===== config.mk =====
export PLATFORM = sky130hd
export DESIGN_NAME = bank_switch_mux
export DESIGN_NICKNAME = d
export VERILOG_FILES = /design/src/rtl/bank_switch_mux.sv
export SDC_FILE = /design/constraint.sdc
export NUM_CORES = 1
export LEC_CHECK = 0
export CAP_MARGIN = 0
export CORE_ASPECT_RATIO = 1.25
export CORE_MARGIN = 5
export CORE_UTILIZATION = 50
export CTS_CLUSTER_SIZE = 8
export DETAILED_ROUTE_END_ITERATION = 7
export DONT_BUFFER_PORTS = 1
export GPL_TIMING_DRIVEN = 0
export RECOVER_POWER = 50
export SETUP_SLACK_MARGIN = 0.5
export SLEW_MARGIN = 10
export SYNTH_ARGS = -nofsm -noshare
export SYNTH_HDL_FRONTEND = slang
export SYNTH_SLANG_ARGS = --single-unit

===== constraint.sdc =====
create_clock -name clk -period 3.82 [get_ports clk]
set_input_delay 0.764 -clock clk [delete_from_list [all_inputs] [get_ports clk]]
set_output_delay 0.764 -clock clk [all_outputs]
set_load 0.005 [all_outputs]

===== src/rtl/bank_switch_mux.sv =====
// Banked constant-set output mux with a runtime-writable register file
// and a handshaked bank switch that blanks the bundle during the change.
module bank_switch_mux #(
    parameter int WIDTH      = 3,
    parameter int NUM_CH     = 3,
    parameter int NUM_BANKS  = 3,
    parameter int GAP        = 1,
    parameter int RESET_BASE = 3,
    parameter int DEFAULT    = 0,
    localparam int BW  = (NUM_BANKS > 1) ? $clog2(NUM_BANKS) : 1,
    localparam int CW  = (NUM_CH > 1) ? $clog2(NUM_CH) : 1,
    localparam int GCW = (GAP > 0) ? $clog2(GAP + 1) : 1
) (
    input  logic                    clk,
    input  logic                    rst,
    input  logic                    wr_en,
    input  logic [BW-1:0]           wr_bank,
    input  logic [CW-1:0]           wr_ch,
    input  logic [WIDTH-1:0]        wr_data,
    input  logic                    sel_valid,
    input  logic [BW-1:0]           sel_bank,
    output logic                    sel_ready,
    output logic                    sel_err,
    output logic [BW-1:0]           cur_bank,
    output logic                    out_valid,
    output logic [NUM_CH*WIDTH-1:0] out_data
);

    typedef enum logic {
        ACTIVE,
        BLANK
    } state_e;

    logic [WIDTH-1:0] bank_q [NUM_BANKS][NUM_CH];

    state_e         state_q, state_d;
    logic [GCW-1:0] cnt_q, cnt_d;
    logic [BW-1:0]  pend_q, pend_d;
    logic [BW-1:0]  cur_q, cur_d;
    logic           err_q, err_d;

    logic wr_ok;
    logic sel_ok;

    assign wr_ok  = (int'(wr_bank) < NUM_BANKS) && (int'(wr_ch) < NUM_CH);
    assign sel_ok = int'(sel_bank) < NUM_BANKS;

    always_ff @(posedge clk) begin
        if (rst) begin
            for (int b = 0; b < NUM_BANKS; b++) begin
                for (int c = 0; c < NUM_CH; c++) begin
                    bank_q[b][c] <= WIDTH'(RESET_BASE + b);
                end
            end
        end else if (wr_en && wr_ok) begin
            bank_q[wr_bank][wr_ch] <= wr_data;
        end
    end

    always_ff @(posedge clk) begin
        if (rst) begin
            state_q <= ACTIVE;
            cnt_q   <= '0;
            pend_q  <= '0;
            cur_q   <= '0;
            err_q   <= 1'b0;
        end else begin
            state_q <= state_d;
            cnt_q   <= cnt_d;
            pend_q  <= pend_d;
            cur_q   <= cur_d;
            err_q   <= err_d;
        end
    end

    always_comb begin
        state_d = state_q;
        cnt_d   = cnt_q;
        pend_d  = pend_q;
        cur_d   = cur_q;
        err_d   = 1'b0;
        unique case (state_q)
            ACTIVE: begin
                if (sel_valid) begin
                    if (!sel_ok) begin
                        err_d = 1'b1;
                    end else if (sel_bank != cur_q) begin
                        if (GAP == 0) begin
                            cur_d = sel_bank;
                        end else begin
                            pend_d  = sel_bank;
                            cnt_d   = GCW'(GAP);
                            state_d = BLANK;
                        end
                    end
                end
            end
            BLANK: begin
                // Counter holds the remaining blank cycles including this one
                cnt_d = cnt_q - GCW'(1);
                if (cnt_q == GCW'(1)) begin
                    cur_d   = pend_q;
                    state_d = ACTIVE;
                end
            end
            default: state_d = ACTIVE;
        endcase
    end

    assign sel_ready = (state_q == ACTIVE);
    assign out_valid = (state_q == ACTIVE);
    assign sel_err   = err_q;
    assign cur_bank  = cur_q;

    always_comb begin
        out_data = '0;
        for (int c = 0; c < NUM_CH; c++) begin
            if (state_q == BLANK) begin
                out_data[c*WIDTH +: WIDTH] = WIDTH'(DEFAULT);
            end else begin
                out_data[c*WIDTH +: WIDTH] = bank_q[cur_q][c];
            end
        end
    end

endmodule


Word-level counts from Yosys, hierarchy flattened
Memories as Yosys holds them, arrays and structs flattened. A register that Yosys moved wholly into a read port is not among the register bits.
Cells that the tools add are included.
{"block": "word_totals", "ff_bits": 7, "latch_bits": 0, "ramBits": 27, "romBits": 0, "inputBits": 13, "out_inout_bits": 14, "word_cells": 52, "mem_count": 1}
{"block": "op_classes", "n_addsub": 1, "multipliers": 0, "n_div": 0, "magnitude_cmp": 5, "n_eq_ne": 4, "n_shift": 0, "n_mux": 25, "bitwise": 3, "reduce_logical": 8}
{"name": "bank_q", "depth": 3, "width": 9, "read_ports": 1, "rd_ports_with_merged_regs": 1, "write_ports": 3, "line": "34", "source": "logic [WIDTH-1:0] bank_q [NUM_BANKS][NUM_CH];"}
{"operator": "9-bit 2-to-1 mux", "count": 3}
{"operator": "1-bit 2-to-1 mux", "count": 12}
{"operator": "3-bit 2-to-1 mux", "count": 4}
{"operator": "9-bit OR reduction", "count": 1}
{"operator": "3-bit demux with 2-bit select", "count": 1}
{"operator": "2-bit < comparator (second input constant)", "count": 3}
{"operator": "2-bit 2-to-1 mux", "count": 3}
{"operator": "2-bit by 1-bit inequality test with 1-bit output (second input constant)", "count": 2}
{"operator": "1-bit one-hot mux with 2 select lines", "count": 2}
{"operator": "4-bit AND reduction", "count": 1}
{"operator": "3-bit >= comparator (second input constant)", "count": 1}
{"operator": "1-bit logical AND", "count": 3}
{"operator": "3-bit by 1-bit < comparator with 1-bit output (second input constant)", "count": 1}
{"operator": "2-bit NOT with 3-bit output", "count": 1}
{"operator": "3-bit AND reduction", "count": 1}
{"operator": "3-bit OR reduction", "count": 1}
{"operator": "2-bit inequality test", "count": 1}
{"operator": "2-bit inequality test (second input constant)", "count": 1}
{"operator": "1-bit NOT", "count": 2}
{"operator": "2-bit AND reduction", "count": 1}
{"operator": "1-bit subtractor (second input constant)", "count": 1}

Logic depth before layout (Yosys ltp)
Gate-level depths: netlist of run 1.
{"block": "logic_depth", "word_depth": 8, "ltp_mapped": 5, "depth_no_buf": 4}

Least setup slack after synthesis of run 1
OpenSTA, ideal clock, no wires.
{"block": "synth_timing", "path_kind": "reg2out", "start": "register (tool-made name)", "end": "output out_data[0]", "t_arrival_ns": 1.220, "required_ns": 3.056, "setup_slack_ns": 1.836, "path_stages_with_launch": 4, "path_buffers": 1, "path_cell_list": "dfxtp_1 -> buf_2 -> mux4_2 -> and2_1"}
{"item": "to (decl)", "line": "26", "source": "output logic [NUM_CH*WIDTH-1:0] out_data"}

==> impl_metrics.ini, run 1 <==
[power_and_ir_drop]
p_clk_frac = 0.306
p_int_mw = 0.707
power.switching_mw = 0.195
power_mw = 0.902
switching_share = 0.216
powerDensity_mw_per_mm2 = 418
p_leak_nw = 0.742
pwr-share-seq = 0.627
peakVddDrop_mv = 0.225
p_comb_frac = 0.067

[worst_setup_path]
crit_fanout = 10
cp_data_required_time_ns = 3.84
worst-endpoint-arrival_ns = 2.52
reg2reg_depth = 4
rr_startpoint = state_q$_SDFF_PP0_
worstSetupStartpointType = input pin
critical_path.endpoint = bank_q[1][5]$_SDFFCE_PN1P_
crit_path_end_kind = register
crit_type = in -> reg
r2r_slack_ns = 2.48
critPathLaunch = rst
r2r_end = pend_q[1]$_SDFFE_PP0P_

[sta]
rsz0062_at_grt = no
fmax_ghz = 0.399
slew_headroom = 0.372
period_share = 0.656
hold_viol = 0
setup_tns_ns = 0
fin_skew_ns = 0.00134
finalCriticalPeriod_ns = 2.50
setup_slack_ns = 1.32
worst_slew_pin_slew_ns = 0.934
maxSlewViolCount = 0
setup_viol = 0
holdWs_ns = 0.505

[drt]
drc = 0
wl_per_cell_um = 16.8
ant_nets = 0
vias_per_cell = 5.33
drt_wl_total_mm = 3.83
num_vias = 1215
drt-initial-drc-count = 40
firstDrtPassIters = 4

[clock_network]
clkSinkCount = 45
htree_num_levels = 2
cts_tree = done
clock_latency_ns = 0.29
root_buffer = clkbuf_8
cts_buffers = 5
cts_resized = 0
cts_max_path_buffers = 2
cts_setup_buffers = 0
cts_hold_buf = 0
clk_pin_slew_worst_paths_ns = 0.08

[yosys]
syn_area_per_cell_um2 = 13.0
ys_warn_count = 0
synth_most_common_cell = edfxtp_1
synth_edf_count = 36
async_flop_share = 0
syn_inst = 156
synth_area_leader_cell = edfxtp_1
ys.flop_type = edfxtp_1
synth_seq_cells = 45
synth.distinct_cells = 32
syn_area_mm2 = 0.00203
seq_area_frac_synth = 0.621
synth_common_cells = 36 x edfxtp_1, 26 x nand2_1, 12 x nand3_1
ys_top_cells_by_area = edfxtp_1 53%, mux4_2 10%, dfxtp_1 8.9%
yosys.area.top_type_share = 0.533

[placement]
port_buffers = 0
place_ws_ns = 1.63
placed_area_mm2 = 0.00213
dpl.hpwl_mm = 2.79
place_congestion = 0.790

[global_routing]
grt_pass1_vias = 1263
grt_max_degree = 14
grt_overflow = 0
grt_usage = 0.165
grt_pass1_wl_mm = 6.32
antenna_found_initial = 0

[finish]
fin_area_mm2 = 0.00216
diodes = 0
nets = 184
fill_cells = 373
area_growth_pct = 6.35
drive_above_1_share = 0.128

[floorplan]
core-area_mm2 = 0.00400
die_w_um = 67.0
die-area_mm2 = 0.00544
rows = 26
io_pins = 27
initial_core_util = 0.507
die_h_um = 81.2

[min_path]
min-delay-path-class = reg -> reg

[job]
maxCapViolCount = 0

[status]
status = finished, final reports clean
cell type report:
| cell class | count | area (um^2) | share of cell area |
|---|---|---|---|
| buffer | 5 | 23.8 | 0.0110 |
| multi-input combinational | 105 | 689 | 0.319 |
| tap | 56 | 70.1 | 0.0325 |
| clock buffer | 7 | 76.3 | 0.0354 |
| sequential | 45 | 1260 | 0.584 |
| clock inverter | 1 | 3.75 | 0.00174 |
| inverter | 9 | 33.8 | 0.0157 |
sequential cells by signal, summed over array words and instances (netlist names), named ones only:
name      cells
bank_q       36
cnt_q         1
cur_bank      2
pend_q        2
sel_err       1
state_q       1
worst max-delay path, cell delays in order:
cell      delay (ns)
clkbuf_1        0.20
nand2b_1        0.32
a221oi_1        0.76
and2b_1         0.35
nand3_1         0.12
cell families after synthesis:
| logic type | count (synthesis) | synth area share |
|---|---|---|
| and+or+nand+nor | 75 | 0.199 |
| other | 1 | 0.00185 |
| muxes | 9 | 0.0999 |
| buffers and inverters | 14 | 0.0321 |
| DFF | 45 | 0.621 |
| AOI/OAI and AO/OA | 12 | 0.0462 |
layer usage:
| layer | up-vias | GRT usage | routed length [um] |
|---|---|---|---|
| li1 | 578 | - | - |
| met1 | 599 | 0.201 | 1580 |
| met2 | 33 | 0.263 | 1870 |
| met3 | 5 | 0.0581 | 310 |
| met4 | 0 | 0.0730 | 68 |
| met5 | - | 0 | 0 |
worst min path at each step:
stage | cells past startpoint | slack (ns) | start | end
floorplan | 2 | 0.45 | pend_q[1]$_SDFFE_PP0P_ | register
global placement | 1 | 0.47 | pend_q[1]$_SDFFE_PP0P_ | pend_q[1]$_SDFFE_PP0P_
detailed placement | 1 | 0.48 | pend_q[1]$_SDFFE_PP0P_ | pend_q[1]$_SDFFE_PP0P_
CTS | 1 | 0.50 | pend_q[1]$_SDFFE_PP0P_ | pend_q[1]$_SDFFE_PP0P_
global route | 1 | 0.52 | pend_q[1]$_SDFFE_PP0P_ | pend_q[1]$_SDFFE_PP0P_
finish | 2 | 0.50 | pend_q[0]$_SDFFE_PP0P_ | register
layout by cell type (no fill, tap or decap), types with 2 or more instances in the layout:
| master | n |
|---|---|
| nand3_1 | 12 |
| mux4_2 | 9 |
| dfxtp_1 | 9 |
| inv_2 | 2 |
| clkbuf_1 | 5 |
| edfxtp_1 | 36 |
| nor2b_1 | 5 |
| nor3_1 | 2 |
| nand2_1 | 26 |
| conb_1 | 9 |
| clkinv_1 | 2 |
| and2_1 | 10 |
| a21oi_1 | 5 |
| nor2_1 | 11 |
| inv_1 | 6 |
| o21ai_0 | 2 |
| clkbuf_8 | 5 |
| nand2b_1 | 4 |
power groups by stage:
stage	logic, mW	clock network, mW	registers, mW
finish	0.0601	0.276	0.566
floorplan	0.0511	0	0.573
global route	0.0674	0.305	0.569
detailed placement	0.0646	0	0.577
global placement	0.0629	0	0.576
CTS	0.0648	0.283	0.566
per-stage QoR:
stage	util	cells
floorplan	-	164
global placement	0.532	220
detailed placement	0.532	220
CTS	0.552	228
global route	0.539	228
finish	0.539	228
Note: power is estimated with default switching activity, not from simulation.
==> run 2: changes to the inputs <==
==> constraint.sdc (replaced) <==
create_clock -name clk -period 2.4 [get_ports clk]
set_input_delay 0.48 -clock clk [delete_from_list [all_inputs] [get_ports clk]]
set_output_delay 0.48 -clock clk [all_outputs]
set_load 0.005 [all_outputs]
==> run 2 against run 1 <==
  * Non-clock buffer count increased by 1
  * Critical path depth decreased by 2
  * First-iteration DRC count increased by 20%
  * Power increased by 61%
  * Sequential cell count unchanged
  * Count of clock-buffer cells in the layout unchanged
  * Sequential share of layout area decreased by 2.2 points
  * Combinational power increased by 85%
  * Global-route usage increased by 0.20 points
  * Register-to-register slack got worse by 1.4 ns
  * Utilization increased by 2.3 points
==> impl_metrics.ini, run 2 (synthesis results as in run 1) <==
[finish]
final_cell_mix = 36 x edfxtp_1, 27 x nand2_1, 12 x nand3_1
final_common_cell = edfxtp_1
diodes = 0
fill_cells = 364
utilization = 0.562
nets = 185
multi_input_area_um2 = 736
regArea_mm2 = 0.00126
drive_above_1_share = 0.208
top_register = bank_q
largest_register_ffs = 36
area_growth_pct = 10.8

[sta]
period_share = 0.832
holdWs_ns = 0.327
rsz0062_at_grt = yes
fin_skew_ns = 0.000764
fmax_ghz = 0.501
setup_viol = 0
hold_viol = 0
maxSlewViolCount = 0
setup_tns_ns = 0
finalCriticalPeriod_ns = 2.00

[worst_setup_path]
rr_startpoint = state_q$_SDFF_PP0_
crit_fanout = 5
r2r_slack_ns = 1.05
worstPathCellList = buf_8 > mux4_2 > and2_4
r2r_end = pend_q[1]$_SDFFE_PP0P_
worst-endpoint-arrival_ns = 1.52
worstSetupStartpointType = register
crit_type = reg -> out
worst_path_largest_cell_delay_ns = 0.50
cp_data_required_time_ns = 1.92
reg2reg_depth = 4
crit_path_end_kind = output pin
cp_slowest_cell = mux4_2

[floorplan]
core-area_mm2 = 0.00400
die_h_um = 81.2
io_pins = 27
die_w_um = 67.0
rows = 26
initial_core_util = 0.507
die-area_mm2 = 0.00544

[clock_network]
clk_pin_slew_worst_paths_ns = 0.07
cts_setup_buffers = 0
clock_latency_ns = 0.30
clkSinkCount = 45
cts_tree = done
cts_max_path_buffers = 2
cts_buffers = 5
htree_num_levels = 2
root_buffer = clkbuf_8

[status]
status = finished, final reports clean

[min_path]
min-delay-path-class = in -> reg
hold_path_depth = 2
hold_start = sel_bank[1]
min_to = sel_err$_SDFF_PP0_

[drt]
firstDrtPassIters = 5
drt-initial-drc-count = 48
ant_nets = 0
wl_per_cell_um = 17.2
drt_wl_total_mm = 3.94
num_vias = 1244
vias_per_cell = 5.43
drc = 0

[placement]
place_congestion = 0.790
port_buffers = 0
dpl.hpwl_mm = 2.79

[power_and_ir_drop]
powerDensity_mw_per_mm2 = 645
p_leak_nw = 0.784
peakVddDrop_mv = 0.359

[global_routing]
grt_usage = 0.167
grt_pass1_vias = 1271
grt_max_degree = 14
antenna_found_initial = 0
grt_overflow = 0
grt_pass1_wl_mm = 6.35

[job]
maxCapViolCount = 0
run 2: changes by cell type in the layout (fill, tap and decap cells not counted), sizes merged:
cell / before / now
buf: 2 / 3
run 2: where the power goes:
group | switching, mW | internal (mW) | leakage [nW]
Sequential | 0.0155 | 0.884 | 0.427
Combinational | 0.0619 | 0.0487 | 0.317
Clock | 0.237 | 0.203 | 0.0399
Total | 0.315 | 1.14 | 0.784
run 2: metrics by stage:
| stage | area (um^2) | setup slack [ns] | instances | power, mW |
|---|---|---|---|---|
| 3_5_place_dp | 2130 | 0.498 | 220 | 1.02 |
| 6_report | 2250 | 0.404 | 229 | 1.45 |
| 5_1_grt | 2250 | 0.370 | 229 | 1.51 |
| 4_1_cts | 2280 | 0.391 | 229 | 1.47 |
| 2_1_floorplan | 2060 | 0.700 | 164 | 0.993 |
| 3_3_place_gp | 2130 | 0.527 | 220 | 1.02 |
run 2: how the worst max path moves through the flow:
stage | depth (start not counted) | slack [ns] | endpoint | start
after floorplan | 3 | 0.70 | out_data[0] | register
after global placement | 5 | 0.53 | bank_q[1][2]$_SDFFCE_PN1P_ | rst
after detailed placement | 5 | 0.50 | bank_q[1][5]$_SDFFCE_PN1P_ | rst
after CTS | 3 | 0.39 | out_data[7] | register
after global routing | 3 | 0.37 | out_data[7] | register
final | 3 | 0.40 | out_data[7] | register
run 2: layout make-up:
class                           count  share of cell area
Sequential cell                    45               0.563
Multi-Input combinational cell    105               0.327
Clock buffer                        7              0.0339
Tap cell                           56              0.0312
Buffer                              5              0.0161
Inverter                            9              0.0150
Timing Repair Buffer                1              0.0122
Clock inverter                      1             0.00167
run 2: timing repair:
item / CTS / global route
pin swaps: 0 / 0
gates cloned: 1 / 0
resized for setup: 17 / 0
hold endpoints to repair: 0 / 0
hold buffers: 0 / 0
endpoints found under the setup margin: 10 / 9
run 2: metal layers:
metal	global-route usage	wire length, um
met1	0.200	1550
met2	0.271	1980
met3	0.0581	342
met4	0.0730	71
met5	0	0
run 2: worst max-delay path, delay by kind of cell, from the launching register on:
kind                   cells  cell delay, ns
flip-flops                 1            0.39
AND/OR/NAND/NOR            1            0.18
multiplexers               1            0.50
buffers and inverters      1            0.14
